===== config.mk =====
export PLATFORM = sky130hd
export DESIGN_NAME = dmadd_sequencer
export DESIGN_NICKNAME = d
export VERILOG_FILES = /design/src/rtl/dmadd_sequencer.sv
export SDC_FILE = /design/constraint.sdc
export NUM_CORES = 1
export LEC_CHECK = 0
export ABC_CLOCK_PERIOD_IN_PS = 1500
export CAP_MARGIN = 20
export CORE_MARGIN = 4
export CORE_UTILIZATION = 40
export DETAILED_ROUTE_END_ITERATION = 10
export PLACE_DENSITY = 0.85
export SETUP_SLACK_MARGIN = 0.4
export SYNTH_ARGS = -nofsm -noshare
export SYNTH_HDL_FRONTEND = slang
export SYNTH_SLANG_ARGS = --single-unit

===== constraint.sdc =====
create_clock -name clk -period 1.5 [get_ports clk]
set_input_delay 0.375 -clock clk [delete_from_list [all_inputs] [get_ports clk]]
set_output_delay 0.375 -clock clk [all_outputs]
set_load 0.005 [all_outputs]

===== src/rtl/dmadd_sequencer.sv =====
// rtl/dmadd_sequencer.sv - job sequencer driving a DMADD datapath through clear/init/load/run/capture
module dmadd_sequencer #(
    parameter int MAX_ITEMS  = 16,
    parameter int RUN_CYCLES = 17
) (
    input  logic        clk,
    input  logic        rst,
    input  logic        start,
    input  logic [1:0]  mode,
    input  logic        item_valid,
    output logic        item_ready,
    input  logic [3:0]  item_index,
    input  logic [3:0]  item_data,
    input  logic        item_last,
    output logic        result_valid,
    input  logic        result_ready,
    output logic [11:0] result,
    output logic        busy,
    output logic        err,
    output logic        dm_rst_n,
    output logic        dm_load,
    output logic        dm_run,
    output logic [1:0]  dm_insn,
    output logic [3:0]  dm_index,
    output logic [3:0]  dm_data,
    input  logic [7:0]  dm_out,
    input  logic [3:0]  dm_out_top
);

    localparam int CNT_W = (MAX_ITEMS > 1) ? $clog2(MAX_ITEMS) : 1;
    localparam int RUN_W = (RUN_CYCLES > 1) ? $clog2(RUN_CYCLES) : 1;
    localparam logic [CNT_W-1:0] LAST_ITEM = CNT_W'(MAX_ITEMS - 1);
    localparam logic [RUN_W-1:0] LAST_RUN  = RUN_W'(RUN_CYCLES - 1);
    localparam logic [1:0] MODE_MADD = 2'b10;
    localparam logic [1:0] MODE_BAD  = 2'b11;

    typedef enum logic [2:0] {
        S_IDLE, S_CLEAR, S_INIT, S_LOAD, S_RUN, S_CAPTURE, S_RESP
    } state_t;

    state_t           r_state;
    logic [1:0]       r_mode;
    logic [CNT_W-1:0] r_items;
    logic [RUN_W-1:0] r_run_cnt;
    logic [11:0]      r_result;
    logic             r_result_valid;
    logic             r_item_ready;
    logic             r_busy;
    logic             r_err;
    logic             r_dm_rst_n;
    logic             r_dm_run;
    logic [1:0]       r_dm_insn;
    logic             w_load;

    // Item_ready is only ever high in LOAD, so it doubles as the LOAD qualifier.
    assign w_load = r_item_ready && item_valid;

    always_ff @(posedge clk or posedge rst) begin
        if (rst) begin
            r_state        <= S_IDLE;
            r_mode         <= 2'b00;
            r_items        <= '0;
            r_run_cnt      <= '0;
            r_result       <= 12'h000;
            r_result_valid <= 1'b0;
            r_item_ready   <= 1'b0;
            r_busy         <= 1'b0;
            r_err          <= 1'b0;
            r_dm_rst_n     <= 1'b0;
            r_dm_run       <= 1'b0;
            r_dm_insn      <= 2'b00;
        end else begin
            r_dm_rst_n <= 1'b1;
            case (r_state)
                S_IDLE: begin
                    if (start && mode == MODE_BAD) begin
                        r_err <= 1'b1;
                    end else if (start) begin
                        r_mode     <= mode;
                        r_err      <= 1'b0;
                        r_items    <= '0;
                        r_run_cnt  <= '0;
                        r_busy     <= 1'b1;
                        r_dm_rst_n <= 1'b0;
                        r_state    <= S_CLEAR;
                    end
                end
                S_CLEAR: begin
                    r_dm_insn <= r_mode;
                    if (r_mode == MODE_MADD) begin
                        r_item_ready <= 1'b1;
                        r_state      <= S_LOAD;
                    end else begin
                        r_state <= S_INIT;
                    end
                end
                S_INIT: begin
                    r_item_ready <= 1'b1;
                    r_state      <= S_LOAD;
                end
                S_LOAD: begin
                    if (item_valid) begin
                        r_items <= r_items + 1'b1;
                        if (item_last || r_items == LAST_ITEM) begin
                            if (!item_last)
                                r_err <= 1'b1;
                            r_item_ready <= 1'b0;
                            r_dm_run     <= 1'b1;
                            r_state      <= S_RUN;
                        end
                    end
                end
                S_RUN: begin
                    r_run_cnt <= r_run_cnt + 1'b1;
                    if (r_run_cnt == LAST_RUN) begin
                        r_dm_run <= 1'b0;
                        r_state  <= S_CAPTURE;
                    end
                end
                S_CAPTURE: begin
                    r_result       <= {dm_out_top, dm_out};
                    r_result_valid <= 1'b1;
                    r_dm_insn      <= 2'b00;
                    r_state        <= S_RESP;
                end
                S_RESP: begin
                    if (result_ready) begin
                        r_result_valid <= 1'b0;
                        r_busy         <= 1'b0;
                        r_state        <= S_IDLE;
                    end
                end
                default: r_state <= S_IDLE;
            endcase
        end
    end

    assign item_ready   = r_item_ready;
    assign result_valid = r_result_valid;
    assign result       = r_result;
    assign busy         = r_busy;
    assign err          = r_err;
    assign dm_rst_n     = r_dm_rst_n;
    assign dm_run       = r_dm_run;
    assign dm_insn      = r_dm_insn;
    assign dm_load      = w_load;
    assign dm_index     = w_load ? item_index : 4'h0;
    assign dm_data      = w_load ? item_data  : 4'h0;

endmodule


==> metrics.txt <==
outcome=finished with violations; violated checks=negative setup slack; Chip Height=72.2 um; Post-Synth Simple-Gate Area=0.149; detailed placement HPWL=3020 um; largest family of logic cells by synthesized area=compound AO/OA/AOI/OAI gates; CTS Buf Count=5; Initial Util=0.412; Switching Fraction=0.349; Core Util, Final=0.722; Setup crit end=r_mode[1]; DRC=0; Synthesized Nets=182; post-synthesis compound-gate area fraction=0.151; Final Setup Violations=9; Pre-antenna DRT Iters=4; Slew HR=0.786; worst-skew pair later-pin latency=280 ps; drt total wl=5270 um; Clk Tree Root Cell=clkbuf_8; Critical Path AT=1750 ps; Final ANT Viol Nets=0; Slew Viols, Final=0; total congestion overflow=0; clk buf depth=2; Clock Pin Slew Worst Setup and Hold Paths=70 ps; #FFs+latches synth=34; Mapped Cells=151; sequential share of the synthesized area=0.516; share of the synthesized area in the top cell type=0.516; post-synthesis area per instance=10.9 um2; Reg2Reg Launch Point=r_state[2]; synthesized area=1650 um2; P_int=3.38 mW; max-capacitance violation count=0; critical path peak fanout=4; RSZ-0062 raised after global routing=yes; clock power share=0.134; Slew @ Worst Pin=317 ps; Total Routing Usage GR=0.189; Post-synth EDFFs=0; most frequent cell after synthesis=dfrtp_1; switching power=1.81 mW; WP data required=1670 ps; Tmin final=1580 ps; I/O Pins=57; CTS tree=built; P_leak=1.36 nW; layout cells sized above 1=0.532; Most used DFF post-synth=dfrtp_1; largest net degree at the start of global routing=35; sequential cell area=852 um2; average wire per standard cell=17.5 um; Fmax achieved=634 MHz; chip width=72.2 um; row count=23; Tot Pwr=5.19 mW; Area Growth Syn to Fin=75.2%; drt initial violations=30; reg2reg setup slack=-80 ps; Die ar.=5210 um2; Setup crit end kind=register; Setup TNS Final=-344 ps; CP startpoint kind=register; vias in the first global route=1647; Post-Synth XOR/XNOR Area=0; Final Cycle Share=1.05; post-synthesis mux area share=0.115; reg2reg path depth=3; asr flop ratio synth=1.00; H-tree depth=2; maximum VDD drop=761 uV; core box area=4000 um2; clock skew=3.50 ps; Yosys cell types=42; worst r2r dst=r_mode[1]; worst hold path type=in2async; via count=1615; Post-synth top cells=34 x dfrtp_1, 13 x mux2_2, 12 x o21ai_0; crit path kind=reg2reg; Sink Count=34; Final #Nets=282; fin worst setup slack=-77.9 ps; Buffers on Ports=56; synth warn=0; first-pass GRT wire length=7590 um; Multi-input gate area=928 um2; Fill cells=259; Synth area leader=dfrtp_1; Logic pwr share=0.543; antenna cells=0; Final Hold Vio Count=0; Adder-Cell Fraction of Synth Area=0.0228; power per cell area=1800 nW/um2; hold_buf cts=0; timing startpoint of the critical path=r_state[2]; top cells by area, synth=dfrtp_1 52%, mux2_2 8.9%, o21ai_0 3.6%; initial antenna violation count=0; gpl congestion=0.898; fraction of power consumed by sequential logic=0.323; Vias/cell=5.35
## state kept, by name (all words and copies together) (netlist names)
register	count
r_run_cnt	5
result	12
item_ready	1
dm_rst_n	1
r_state	3
dm_insn	2
r_mode	2
err	1
r_items	4
dm_run	1
busy	1
result_valid	1
## through the flow
| step | hold slack (ps) | instance area [um2] | setup slack (ps) | cells |
|---|---|---|---|---|
| 6_report | 495 | 2890 | -77.9 | 302 |
| 3_3_place_gp | 462 | 2390 | -546 | 264 |
| 5_1_grt | 509 | 2890 | -98.2 | 302 |
| 3_5_place_dp | 486 | 2390 | -585 | 264 |
| 2_1_floorplan | 316 | 1690 | -83.8 | 151 |
| 4_1_cts | 500 | 2700 | -73.8 | 290 |
## layout make-up
cell class / instances / area share
Multi-Input combinational cell: 98 / 0.321
Clock inverter: 1 / 0.00173
Tap cell: 50 / 0.0217
Sequential cell: 34 / 0.295
Clock buffer: 7 / 0.0299
Inverter: 12 / 0.0182
Timing Repair Buffer: 100 / 0.312
## worst min path at each step
stage                       to  slack [ps]  cells past startpoint       start
floorplan                 busy         320                      1         rst
global placement    dm_insn[1]         460                      2  dm_insn[1]
detailed placement        busy         490                      2        busy
CTS                  result[8]         500                      3         rst
global route        result[10]         510                      3         rst
finish              r_items[2]         500                      3         rst
## critical path, stage by stage, from the launching register on
cell     delay (ps)
dfrtp_1         410
or4b_4          610
nor2_8          140
mux2_4          310
## logic make-up (layout without fill, tap and decap cells)
| logic type | Yosys count | count (layout) |
|---|---|---|
| flip-flops | 34 | 34 |
| multiplexers | 17 | 17 |
| AO/OA/AOI/OAI | 38 | 38 |
| adder cells (fa/ha/maj) | 3 | 3 |
| AND/OR/NAND/NOR | 40 | 40 |
| buffers and inverters | 19 | 120 |
## cells in the final DEF, fill, tap and decap left out, types with 4 or more instances in the layout
cell,netlist,final
mux2_4,0,15
nand2_2,0,4
clkbuf_8,0,6
clkdlybuf4s50_1,0,21
o21ai_1,1,8
o211ai_1,4,4
buf_2,2,22
dfrtp_1,34,33
nand2_1,11,7
inv_1,11,8
dlygate4sd2_1,0,5
buf_6,0,17
buf_4,1,28
and3_4,0,7
## metal layers
metal / up-vias / global-route usage / wire, um
met1: 814 / 0.195 / 1970
li1: 737 / - / -
met4: 0 / 0.0731 / 78
met5: - / 0 / 0
met3: 8 / 0.0429 / 270
met2: 56 / 0.363 / 2960
## power groups by stage
stage / clock [mW] / combinational, mW / sequential (mW)
final: 0.698 / 2.82 / 1.68
after global routing: 0.743 / 3.01 / 1.71
after CTS: 0.705 / 2.30 / 1.63
after detailed placement: 0 / 1.87 / 1.66
after global placement: 0 / 1.81 / 1.62
after floorplan: 0 / 0.917 / 1.62
## what timing repair did
action                                  in CTS  in global routing
pin swaps                                   17                 20
endpoints found under the setup margin      60                 63
resized for setup                          172                 30
buffers inserted                            16                 12
cloned                                       2                  0
Note: power is estimated with default switching activity, not from simulation.
